<file path="config.mk">
export PLATFORM = sky130hd
export DESIGN_NAME = frame_merge
export DESIGN_NICKNAME = d
export VERILOG_FILES = /design/src/rtl/frame_merge.sv
export SDC_FILE = /design/constraint.sdc
export NUM_CORES = 1
export LEC_CHECK = 0
export CORE_ASPECT_RATIO = 0.8
export CORE_MARGIN = 5
export CORE_UTILIZATION = 30
export CTS_BUF_LIST = sky130_fd_sc_hd__clkbuf_4 sky130_fd_sc_hd__clkbuf_8
export CTS_CLUSTER_DIAMETER = 40
export DETAILED_ROUTE_END_ITERATION = 10
export SKIP_LAST_GASP = 1
export SLEW_MARGIN = 20
export SYNTH_ARGS = -nofsm -noshare
export SYNTH_HDL_FRONTEND = slang
export SYNTH_SLANG_ARGS = --single-unit
</file>
<file path="constraint.sdc">
create_clock -name logic_clk -period 6.2 [get_ports logic_clk]
set_input_delay 1.24 -clock logic_clk [delete_from_list [all_inputs] [get_ports logic_clk]]
set_output_delay 1.24 -clock logic_clk [all_outputs]
set_load 0.01 [all_outputs]
</file>
<file path="src/rtl/frame_merge.sv">
// Round-robin, frame-locked merge of the ARP/ICMP/UDP transmit streams onto one MAC byte stream.
// Latency: one cycle from request to first beat, then zero-latency pass-through; the MAC's ready backpressures the granted source only.
module frame_merge #(
    parameter logic [15:0] TIMEOUT_CYCLES = 16'd1024
) (
    input  logic        logic_clk,
    input  logic        logic_rstn,
    input  logic [7:0]  arp_tdata_in,
    input  logic        arp_tvalid_in,
    output logic        arp_tready_out,
    input  logic        arp_tlast_in,
    input  logic [31:0] arp_tip_in,
    input  logic [7:0]  icmp_tdata_in,
    input  logic        icmp_tvalid_in,
    output logic        icmp_tready_out,
    input  logic        icmp_tlast_in,
    input  logic [31:0] icmp_tip_in,
    input  logic [7:0]  udp_tdata_in,
    input  logic        udp_tvalid_in,
    output logic        udp_tready_out,
    input  logic        udp_tlast_in,
    input  logic [31:0] udp_tip_in,
    output logic [7:0]  net_tmac_data_out,
    output logic        net_tmac_valid_out,
    input  logic        net_tmac_ready_in,
    output logic        net_tmac_last_out,
    output logic [34:0] net_tmac_type_out,
    output logic        busy_out,
    output logic        abort_out
);

    typedef enum logic [1:0] {IDLE, XFER, ABORT, DRAIN} state_t;

    state_t      state_q, state_d;
    logic [1:0]  grant_q, grant_d;   // 0 = ARP, 1 = ICMP, 2 = UDP
    logic [1:0]  rr_q, rr_d;         // first source examined by the next search
    logic [34:0] type_q, type_d;
    logic [15:0] wd_cnt_q, wd_cnt_d;
    logic        abort_q, abort_d;

    // Slot 3 is padding so a 2-bit index never leaves the vector.
    logic [3:0]       src_vld;
    logic [3:0]       src_lst;
    logic [3:0][7:0]  src_dat;
    logic [3:0][31:0] src_ip;

    assign src_vld = {1'b0, udp_tvalid_in, icmp_tvalid_in, arp_tvalid_in};
    assign src_lst = {1'b0, udp_tlast_in, icmp_tlast_in, arp_tlast_in};
    assign src_dat = {8'h00, udp_tdata_in, icmp_tdata_in, arp_tdata_in};
    assign src_ip  = {32'h0, udp_tip_in, icmp_tip_in, arp_tip_in};

    function automatic logic [1:0] rr_next(input logic [1:0] s);
        return (s >= 2'd2) ? 2'd0 : s + 2'd1;
    endfunction

    function automatic logic [2:0] type_code(input logic [1:0] s);
        case (s)
            2'd0:    return 3'b001;
            2'd1:    return 3'b100;
            2'd2:    return 3'b010;
            default: return 3'b000;
        endcase
    endfunction

    logic [1:0] cand1, cand2, pick;
    logic       g_vld, g_lst;
    logic [7:0] g_dat;

    always_comb begin
        cand1 = rr_next(rr_q);
        cand2 = rr_next(cand1);
        pick  = rr_q;
        if (src_vld[rr_q])       pick = rr_q;
        else if (src_vld[cand1]) pick = cand1;
        else if (src_vld[cand2]) pick = cand2;
        g_vld = src_vld[grant_q];
        g_lst = src_lst[grant_q];
        g_dat = src_dat[grant_q];
    end

    always_ff @(posedge logic_clk) begin
        if (!logic_rstn) begin
            state_q  <= IDLE;
            grant_q  <= 2'd0;
            rr_q     <= 2'd0;
            type_q   <= 35'h0;
            wd_cnt_q <= 16'h0;
            abort_q  <= 1'b0;
        end else begin
            state_q  <= state_d;
            grant_q  <= grant_d;
            rr_q     <= rr_d;
            type_q   <= type_d;
            wd_cnt_q <= wd_cnt_d;
            abort_q  <= abort_d;
        end
    end

    always_comb begin
        state_d  = state_q;
        grant_d  = grant_q;
        rr_d     = rr_q;
        type_d   = type_q;
        wd_cnt_d = wd_cnt_q;
        abort_d  = 1'b0;
        case (state_q)
            IDLE: begin
                wd_cnt_d = 16'h0;
                if (|src_vld[2:0]) begin
                    state_d = XFER;
                    grant_d = pick;
                    rr_d    = rr_next(pick);
                    type_d  = {src_ip[pick], type_code(pick)};
                end
            end
            XFER: begin
                if (g_vld) begin
                    wd_cnt_d = 16'h0;
                    if (net_tmac_ready_in && g_lst) state_d = IDLE;
                end else begin
                    wd_cnt_d = wd_cnt_q + 16'd1;
                    if (TIMEOUT_CYCLES != 16'd0 && wd_cnt_d == TIMEOUT_CYCLES) begin
                        state_d  = ABORT;
                        abort_d  = 1'b1;
                        wd_cnt_d = 16'h0;
                    end
                end
            end
            ABORT: begin
                if (net_tmac_ready_in) state_d = DRAIN;
            end
            DRAIN: begin
                if (g_vld && g_lst) state_d = IDLE;
            end
            default: state_d = IDLE;
        endcase
    end

    logic [2:0] grant_oh;
    logic [2:0] rdy_vec;

    always_comb begin
        grant_oh           = 3'b001 << grant_q;
        rdy_vec            = 3'b000;
        net_tmac_data_out  = 8'h00;
        net_tmac_valid_out = 1'b0;
        net_tmac_last_out  = 1'b0;
        case (state_q)
            XFER: begin
                net_tmac_data_out  = g_dat;
                net_tmac_valid_out = g_vld;
                net_tmac_last_out  = g_lst;
                rdy_vec            = grant_oh & {3{net_tmac_ready_in}};
            end
            ABORT: begin
                // Terminating beat so the MAC closes the truncated frame.
                net_tmac_valid_out = 1'b1;
                net_tmac_last_out  = 1'b1;
            end
            DRAIN: rdy_vec = grant_oh;
            default: ;
        endcase
    end

    assign arp_tready_out    = rdy_vec[0];
    assign icmp_tready_out   = rdy_vec[1];
    assign udp_tready_out    = rdy_vec[2];
    assign net_tmac_type_out = type_q;
    assign busy_out          = (state_q != IDLE);
    assign abort_out         = abort_q;

endmodule

</file>
* Yosys cells after proc, flatten, opt, wreduce, memory -nomap -nowiden
Index checks and enable logic that the tools add are counted.
** Word-level totals
- Bits in registers :: 58
- Logic and storage cells :: 79
- Output and inout bits :: 50
- Input bits :: 129
** Cells by class
- Add/sub/neg operators :: 4
- Multiplexer cells :: 36
- Shifts and indexed selects :: 1
- Bitwise operators :: 3
- Reductions and logical operators :: 10
- Magnitude comparators :: 8
- Equal/unequal tests :: 11
** Operator list (number)
- 32-bit binary-select mux with 2-bit select :: 1
- 16-bit 2-to-1 mux :: 2
- 32-bit 2-to-1 mux :: 1
- 16-bit one-hot mux with 2 select lines :: 1
- 2-bit 2-to-1 mux :: 12
- 16-bit by 1-bit adder with 16-bit output, second input constant :: 1
- 8-bit binary-select mux with 2-bit select :: 1
- 16-bit by 11-bit equality test with 1-bit output, second input constant :: 1
- 8-bit 2-to-1 mux :: 2
- 2-bit by 3-bit < comparator with 1-bit output, second input constant :: 5
- 1-bit binary-select mux with 2-bit select :: 5
- 3-bit one-hot mux with 3 select lines :: 1
- 2-bit one-hot mux with 4 select lines :: 1
- 2-bit by 1-bit adder with 2-bit output, second input constant :: 3
- 2-bit equality test, second input constant :: 3
- 2-bit greater-or-equal comparator, second input constant :: 3
- 1-bit 2-to-1 mux :: 6
- 2-bit inequality test, second input constant :: 3
- 3-bit inequality test, second input constant :: 2
- 3-bit one-hot mux with 2 select lines :: 1
- 3-bit OR reduction :: 2
- 5-bit AND reduction :: 1
- 2-bit by 1-bit equality test with 1-bit output, second input constant :: 2
- 2-bit logical NOT :: 2
- 7 further kinds :: 11

* Depth between registers and ports, before layout
Gate-level depths: netlist of the first run.
- Word-level depth :: 11
- Mapped depth :: 9
- Gate-level depth less buffers :: 7

* Worst setup path after synthesis of the first run
Ideal clock, no wire load.
- Kind :: input to output
- Start :: input udp_tvalid_in
- End :: output net_tmac_valid_out
- Stages :: 4
- Required time :: 4960 ps
- Slack :: 3104 ps
- Data arrival time :: 1856 ps
- Buffers on the path :: 0
- Cells stage by stage :: mux2i_1 o21ai_0 a21oi_1 nor2b_1
** On the way
- Cells in the longest elaborated chain, start to end :: 3
** Ends and longest elaborated chain
- start: declaration :: RTL line 19 : input logic udp_tvalid_in,
- 1-bit binary-select mux with 2-bit select :: RTL line 76 : g_vld = src_vld[grant_q];
- 1-bit 2-to-1 mux (implied by the code) :: RTL line 76
- 1-bit one-hot mux with 2 select lines :: RTL line 148 : case (state_q)
- end: declaration :: RTL line 24 : output logic net_tmac_valid_out,
Every way passes these cells. The select of a mux whose other input is x is not followed.

* Final worst setup path of the first run
Same ends and word-level chain as after synthesis.

==> summary.md, run 1 <==
| Metric | Value |
|---|---|
| Vias in the first global route | 3717 |
| VDD IR max | 0.124 mV |
| Avg Cell Area, Syn | 8.09 µm² |
| Register Area | 1120 µm² |
| Core Rows | 35 |
| Initial DRC count | 228 |
| Static leakage | 1.98 nW |
| Initial Utilization | 0.304 |
| Synthesized cell area | 3480 µm² |
| Clk sink count | 56 |
| Initial DRT Pass Iterations | 7 |
| Cell Pwr Density | 280 nW/µm² |
| WL per Instance | 16.3 µm |
| Net Count, Synth | 564 |
| Initial antenna violation count | 0 |
| Netlist cell types | 48 |
| Post-layout min period | 4.37 ns |
| CP Launch Type | primary input |
| FF-to-FF path depth | 6 |
| Final setup vio count | 0 |
| Worst skew pair latency | 0.31 ns |
| Sequential fraction of the synthesis area | 0.322 |
| Finished Layout Cells | 734 |
| Hpwl dp | 8.99 mm |
| CP Class | in2out |
| Biggest area consumer among synthesized cells | dfxtp_1 |
| Tot GR Track Use | 0.165 |
| Ports | 179 |
| Post-Route Setup TNS | 0 ns |
| CP endpoint kind | output pin |
| Top cells by area, synth | dfxtp_1 (32%), mux2_2 (10%), a221oi_1 (8.3%) |
| Worst slew pin tran | 0.879 ns |
| Via count | 3812 |
| Status | finished clean |
| Max_cap viols | 0 |
| H-tree lvl count | 2 |
| Slew HR | 0.412 |
| Post-CTS Setup Inserts | 0 |
| CTS Buffer Depth | 2 |
| Layout cells sized above 1 | 0.0939 |
| CP Data Required Time | 4.96 ns |
| Largest net degree at the start of global routing | 37 |
| Setup WS pre-CTS | 1.81 ns |
| Synth Flop Type | dfxtp_1 |
| Clk pin slew, worst setup/hold paths | 0.10 ns |
| Fmax | 229 MHz |
| Most frequent cells in the layout | clkdlybuf4s50_1 (178), dfxtp_1 (56), nor2_1 (50) |
| CTS Hold Bufs | 0 |
| Period utilization | 0.705 |
| CTS Buf Count | 5 |
| Yosys warning total | 0 |
| First-pass GRT wire length | 18.8 mm |
| Core box area | 11400 µm² |
| Post-Syn Instances | 430 |
| Worst Hold Depth | 2 |
| Max Clock Skew | 0.0108 ns |
| Post-synth ARST share | 0 |
| CTS resizes | 0 |
| Hold Path Class | reg2reg |
| Ant diodes | 0 |
| RSZ-0062 raised after global routing | false |
| Clk root buf | clkbuf_8 |
| Hold slack | 0.474 ns |
| Layout Nets | 719 |
| Synth top area share | 0.322 |
| Final worst slack | 1.83 ns |
| Placer Congestion | 0.832 |
| DRT Wirelength | 12.0 mm |
| Fin. Hold Viols | 0 |
| Number of synthesized flops with an enable pin | 0 |
| Crit-path max FO | 6 |
| Die width | 130 µm |
| CTS tree | done |
| Multi-input logic area | 2200 µm² |
| Die Height | 106 µm |
| Die area | 13900 µm² |
| GRT overflow | 0 |
| # DRC | 0 |
| Via-to-Cell Ratio | 5.19 |
| Placed Cells | 725 |
| Post-route ant nets | 0 |
| WP data arrival | 3.13 ns |
| Port bufs | 178 |
| FILL cells | 1089 |
| Max-slew violation count | 0 |
| Commonest non-fill, non-tap cell in the layout | clkdlybuf4s50_1 |
| Area Overhead vs Synth | 57.5% |
| Flops & latches, synth | 56 |
==> synthesized netlist by cell type (all sizes together) (10+ instances only) <==
master	count
nor2	51
clkbuf	32
nor3b	10
a221oi	33
a31oi	11
o21ai	19
nand2	33
a21oi	19
mux2	32
mux2i	12
dfxtp	56
nor3	29
==> sequential cells by signal, indices dropped and copies added, names as in the netlist, named ones only <==
register           cells
net_tmac_type_out     34
grant_q                2
rr_q                   1
state_q                1
wd_cnt_q              16
abort_out              1
==> cell type report <==
type | instances | share of cell area
multi-input combinational | 328 | 0.401
timing repair buffer | 184 | 0.337
sequential | 56 | 0.205
tap | 148 | 0.0338
clock buffer | 5 | 0.0126
inverter | 10 | 0.00685
clock inverter | 3 | 0.00457
==> power breakdown <==
| part | switching [W] | total, W | internal, W |
|---|---|---|---|
| clock | 0.000130 | 0.000213 | 0.0000828 |
| sequential | 0.0000634 | 0.000501 | 0.000437 |
| combinational | 0.000394 | 0.000820 | 0.000426 |
| total | 0.000588 | 0.00153 | 0.000946 |
==> logic make-up (layout without fill, tap and decap cells) <==
group	after synthesis	after routing	share of synthesized area
and+or+nand+nor	176	176	0.252
AOI/OAI and AO/OA	103	103	0.217
DFF	56	56	0.322
buffers and inverters	46	202	0.0525
muxes	44	44	0.138
adders and majority gates	5	5	0.0180
==> stage by stage <==
stage / total power, W / area, µm² / util
global route: 0.00166 / 5480 / 0.479
global placement: 0.00132 / 5360 / 0.469
floorplan: 0.000948 / 3480 / -
finish: 0.00153 / 5480 / 0.479
detailed placement: 0.00133 / 5360 / 0.469
CTS: 0.00155 / 5450 / 0.477
==> worst paths after layout <==
check / slack (ns) / to / startpoint
min: 0.47 / net_tmac_type_out[1] / net_tmac_type_out[1]
min reg2reg: 0.47 / net_tmac_type_out[1] / net_tmac_type_out[1]
max: 1.83 / net_tmac_valid_out / udp_tvalid_in
max reg2reg: 3.49 / wd_cnt_q[10] / wd_cnt_q[3]
==> per-layer routing <==
| layer | part of all wire | GRT usage |
|---|---|---|
| met2 | 0.48 | 0.281 |
| met3 | 0.087 | 0.0482 |
| met4 | 0.012 | 0.0374 |
| met5 | 0 | 0 |
| met1 | 0.42 | 0.206 |
==> worst max-delay path, cell delays in order <==
cell	delay [ns]
clkdlybuf4s50_1	0.60
mux2i_1	0.13
o21ai_0	0.34
a21oi_1	0.13
nor2b_1	0.13
clkdlybuf4s50_1	0.55
(Power assumes the default switching activity.)
==> run 2, diff against run 1 <==
--- a/config.mk
+++ b/config.mk
@@ -11,6 +11,7 @@
 export CTS_BUF_LIST = sky130_fd_sc_hd__clkbuf_4 sky130_fd_sc_hd__clkbuf_8
 export CTS_CLUSTER_DIAMETER = 40
 export DETAILED_ROUTE_END_ITERATION = 10
+export PLACE_DENSITY = 0.66
 export SKIP_LAST_GASP = 1
 export SLEW_MARGIN = 20
 export SYNTH_ARGS = -nofsm -noshare
==> constraint.sdc (replaced) <==
create_clock -name logic_clk -period 4 [get_ports logic_clk]
set_input_delay 0.8 -clock logic_clk [delete_from_list [all_inputs] [get_ports logic_clk]]
set_output_delay 0.8 -clock logic_clk [all_outputs]
set_load 0.01 [all_outputs]
==> run 2 against run 1 <==
  * Count of clock-buffer cells in the layout increased by 1
  * Non-clock buffer count rose by 3
  * Cell count is 0.27% higher
  * Cell area is the same
  * Highest routed layer unchanged
==> summary.md, run 2 (synthesis gave the netlist of run 1 again) <==
| Metric | Value |
|---|---|
| Post-Route Setup TNS | 0 ns |
| CTS resizes | 0 |
| Die width | 130 µm |
| CTS tree | done |
| Crit-path most repeated cell | clkdlybuf4s50_1 |
| Tot GR Track Use | 0.164 |
| CP Class | in2out |
| CTS Hold Bufs | 0 |
| Clk pwr share | 0.134 |
| Ant diodes | 0 |
| Final setup vio count | 0 |
| Net Sw Frac | 0.375 |
| Via-to-Cell Ratio | 5.24 |
| Max reg flops | 34 |
| Fin. Hold Viols | 0 |
| Max_cap viols | 0 |
| Clk pin slew, worst setup/hold paths | 0.09 ns |
| Setup WS pre-CTS | 0.424 ns |
| Ports | 179 |
| Worst slew pin tran | 0.894 ns |
| Core Rows | 35 |
| Vias in the first global route | 3886 |
| FILL cells | 1057 |
| Hold Path Class | reg2reg |
| Initial Utilization | 0.304 |
| Sequential share of power | 0.329 |
| CTS Buffer Depth | 2 |
| CP Buf/Inv Count | 2 |
| Hpwl dp | 8.95 mm |
| Placed Cells | 729 |
| DRT Wirelength | 11.7 mm |
| Layout Nets | 722 |
| CP Launch Type | primary input |
| Final worst slack | 0.451 ns |
| # DRC | 0 |
| GRT overflow | 0 |
| Worst path cell trace | clkdlybuf4s50_1 -> mux2i_1 -> o21ai_0 -> a21oi_1 -> nor2b_1 -> clkdlybuf4s50_1 |
| H-tree lvl count | 2 |
| Largest net degree at the start of global routing | 38 |
| Status | finished clean |
| Comb power frac | 0.537 |
| Port bufs | 178 |
| Clk root buf | clkbuf_8 |
| Max Clock Skew | 0.00951 ns |
| Crit-path max FO | 6 |
| CP endpoint kind | output pin |
| VDD IR max | 0.198 mV |
| Finished Layout Cells | 736 |
| Fmax | 282 MHz |
| Clk sink count | 56 |
| Area Overhead vs Synth | 57.5% |
| Die area | 13900 µm² |
| Cell Pwr Density | 430 nW/µm² |
| Commonest non-fill, non-tap cell in the layout | clkdlybuf4s50_1 |
| CP Data Required Time | 3.20 ns |
| Delay-heaviest family, CP | buffers and inverters |
| Layout cells sized above 1 | 0.0969 |
| Slew HR | 0.402 |
| Worst skew pair latency | 0.30 ns |
| Int Pwr | 0.00147 W |
| WL per Instance | 15.8 µm |
| Static leakage | 1.99 nW |
| Initial DRT Pass Iterations | 5 |
| Post-layout min period | 3.55 ns |
| CTS Buf Count | 5 |
| P_sw | 0.000885 W |
| First-pass GRT wire length | 18.9 mm |
| Critical path's slowest cell | clkdlybuf4s50_1 |
| Die Height | 106 µm |
| WP data arrival | 2.75 ns |
| Initial DRC count | 213 |
| Post-CTS Setup Inserts | 0 |
| Initial antenna violation count | 0 |
| Period utilization | 0.887 |
| Post-route ant nets | 0 |
| Via count | 3856 |
| Pwr Total | 0.00236 W |
| Max-slew violation count | 0 |
| Placer Congestion | 0.856 |
| Core box area | 11400 µm² |
| RSZ-0062 raised after global routing | false |
| Most frequent cells in the layout | clkdlybuf4s50_1 (178), dfxtp_1 (56), nor2_1 (50) |
| Slowest stage delay, CP | 0.59 ns |
-- run 2: metal layers --
metal / track usage / vias up / share of wire
li1: - / 1908 / -
met1: 0.208 / 1783 / 0.42
met2: 0.277 / 155 / 0.47
met3: 0.0427 / 10 / 0.097
met4: 0.0404 / 0 / 0.013
met5: 0 / - / 0
-- run 2: final cells by class --
| type | count | area, µm² | share of cell area |
|---|---|---|---|
| timing repair buffer | 187 | 1850 | 0.337 |
| tap | 148 | 185 | 0.0338 |
| sequential | 56 | 1120 | 0.205 |
| clock inverter | 1 | 8.76 | 0.00160 |
| clock buffer | 6 | 82.6 | 0.0151 |
| multi-input combinational | 328 | 2200 | 0.401 |
| inverter | 10 | 37.5 | 0.00685 |
-- run 2: power groups by stage --
stage	logic [W]	registers (W)	clock network, W
floorplan	0.000666	0.000804	0
global placement	0.00126	0.000781	0
detailed placement	0.00128	0.000790	0
CTS	0.00128	0.000779	0.000331
global route	0.00139	0.000796	0.000353
finish	0.00127	0.000775	0.000316
-- run 2: through the flow --
stage / area (µm²) / hold slack (ns) / util
global route: 5480 / 0.521 / 0.479
detailed placement: 5390 / 0.487 / 0.471
CTS: 5480 / 0.501 / 0.479
global placement: 5390 / 0.477 / 0.471
finish: 5480 / 0.497 / 0.479
floorplan: 3480 / 0.454 / -
-- run 2: worst paths after layout --
path	start	endpoint	slack (ns)	cells after the start
worst max register to register	wd_cnt_q[3]	wd_cnt_q[10]	1.25	6
worst max-delay path	udp_tvalid_in	net_tmac_valid_out	0.45	6
worst min register to register	net_tmac_type_out[13]	net_tmac_type_out[13]	0.50	2
worst min-delay path	net_tmac_type_out[13]	net_tmac_type_out[13]	0.50	2
-- run 2: tightest hold or removal path: stages, from the launching register on --
cell,delay [ns]
dfxtp_1,0.32
nor2_1,0.09
nor3_1,0.05
==> run 3, diff against run 2 <==
--- a/config.mk
+++ b/config.mk
@@ -6,7 +6,7 @@
 export NUM_CORES = 1
 export LEC_CHECK = 0
 export CORE_ASPECT_RATIO = 0.8
-export CORE_MARGIN = 5
+export CORE_MARGIN = 1
 export CORE_UTILIZATION = 30
 export CTS_BUF_LIST = sky130_fd_sc_hd__clkbuf_4 sky130_fd_sc_hd__clkbuf_8
 export CTS_CLUSTER_DIAMETER = 40
==> run 3 against run 2 <==
  * Global-route usage is 2.4 points higher
  * Routed wire length is 2.5% lower
  * Sequential share of layout area hardly changed
  * Count of clock-buffer cells in the layout is 1 lower
==> summary.md, run 3 (synthesis gave the netlist of run 1 again) <==
| Metric | Value |
|---|---|
| Post-Route Setup TNS | 0 ns |
| Net Sw Frac | 0.372 |
| Initial antenna violation count | 0 |
| CTS tree | done |
| CP Data Required Time | 3.20 ns |
| WL per Instance | 15.5 µm |
| Core Rows | 34 |
| Clk root buf | clkbuf_8 |
| Die Height | 98.3 µm |
| Crit-path most repeated cell | clkdlybuf4s50_1 |
| Slowest stage delay, CP | 0.59 ns |
| Max reg flops | 34 |
| Slew HR | 0.422 |
| VDD IR max | 0.194 mV |
| Fmax | 282 MHz |
| Sequential share of power | 0.319 |
| Post-route ant nets | 0 |
| Fin. Hold Viols | 0 |
| Max Clock Skew | 0.0125 ns |
| Tot GR Track Use | 0.188 |
| Comb power frac | 0.524 |
| Clk pin slew, worst setup/hold paths | 0.09 ns |
| Post-layout min period | 3.54 ns |
| Worst skew pair latency | 0.31 ns |
| CTS resizes | 0 |
| Initial DRT Pass Iterations | 4 |
| Delay-heaviest family, CP | buffers and inverters |
| CTS Buf Count | 5 |
| Fin util | 0.496 |
| Cell Pwr Density | 441 nW/µm² |
| Max-slew violation count | 0 |
| Area Overhead vs Synth | 57.8% |
| Port bufs | 178 |
| Vias in the first global route | 3854 |
| P_sw | 0.000900 W |
| CTS Hold Bufs | 0 |
| Via count | 3889 |
| Period utilization | 0.885 |
| Final setup vio count | 0 |
| Clk pwr share | 0.156 |
| Ant diodes | 0 |
| CP Buf/Inv Count | 2 |
| Placer Congestion | 0.814 |
| # DRC | 0 |
| Static leakage | 1.99 nW |
| Hpwl dp | 8.62 mm |
| Max_cap viols | 0 |
| DRT Wirelength | 11.4 mm |
| Core box area | 11100 µm² |
| CP Class | in2out |
| Worst slew pin tran | 0.864 ns |
| Layout cells sized above 1 | 0.0969 |
| WP data arrival | 2.74 ns |
| RSZ-0062 raised after global routing | false |
| Clk sink count | 56 |
| Initial DRC count | 223 |
| Ports | 179 |
| First-pass GRT wire length | 18.4 mm |
| Largest net degree at the start of global routing | 37 |
| Worst path cell trace | clkdlybuf4s50_1 -> mux2i_1 -> o21ai_0 -> a21oi_1 -> nor2b_1 -> clkdlybuf4s50_1 |
| H-tree lvl count | 2 |
| Initial Utilization | 0.315 |
| CP Launch Type | primary input |
| Via-to-Cell Ratio | 5.31 |
| CTS Buffer Depth | 2 |
| Critical path's slowest cell | clkdlybuf4s50_1 |
| Die area | 12000 µm² |
| CP endpoint kind | output pin |
| Int Pwr | 0.00152 W |
| Crit-path max FO | 6 |
| Layout Nets | 721 |
| Post-CTS Setup Inserts | 0 |
| Commonest non-fill, non-tap cell in the layout | clkdlybuf4s50_1 |
| Die width | 122 µm |
| GRT overflow | 0 |
| Hold Path Class | reg2reg |
| Status | finished clean |
| Most frequent cells in the layout | clkdlybuf4s50_1 (178), dfxtp_1 (56), nor2_1 (50) |
run 3: changes by cell type in the layout (fill, tap and decap cells not counted), sizes merged:
cell / before / now
clkbuf: 6 / 5
inv: 9 / 10
buf: 9 / 8
clkinvlp: 0 / 1
bufinv: 0 / 1
clkinv: 2 / 1
run 3: final cells by class:
type	count	area, µm²
well taps	144	180
multi-input cells	328	2200
flip-flops and latches	56	1120
clock buffers	5	68.8
inverters	10	37.5
clock inverters	3	46.3
repair buffers	186	1840
fillers	1058	5570
run 3: power groups by stage:
stage	clock network, W	logic (W)	registers [W]
after global placement	0	0.00125	0.000777
after global routing	0.000418	0.00139	0.000793
final	0.000378	0.00127	0.000773
after detailed placement	0	0.00128	0.000787
after floorplan	0	0.000666	0.000804
after CTS	0.000394	0.00128	0.000775
run 3: layer usage:
metal | share of wire | global-route usage
met1 | 0.42 | 0.224
met2 | 0.49 | 0.338
met3 | 0.075 | 0.0391
met4 | 0.021 | 0.0525
met5 | 0 | 0
run 3: tightest hold or removal path, delay by kind of cell, from the launching register on:
kind | cells | cell delay [ns]
simple gates | 1 | 0.05
flops | 1 | 0.32
compound gates | 1 | 0.05
run 3: final timing paths:
| kind | cells past startpoint | slack, ns | end | start |
|---|---|---|---|---|
| min | 2 | 0.47 | net_tmac_type_out[1] | net_tmac_type_out[1] |
| min reg2reg | 2 | 0.47 | net_tmac_type_out[1] | net_tmac_type_out[1] |
| max reg2reg | 6 | 1.27 | wd_cnt_q[10] | wd_cnt_q[3] |
| max | 6 | 0.46 | net_tmac_valid_out | udp_tvalid_in |
run 3: through the flow:
stage                     power [W]  area [µm²]  hold slack [ns]  cells  worst slack [ns]
final                       0.00242        5490            0.473    732             0.459
after global routing        0.00260        5490            0.502    732             0.341
after CTS                   0.00245        5490            0.477    732             0.466
after detailed placement    0.00206        5380            0.458    724             0.471
after global placement      0.00203        5380            0.442    724             0.553
after floorplan             0.00147        3480            0.454    430              1.54
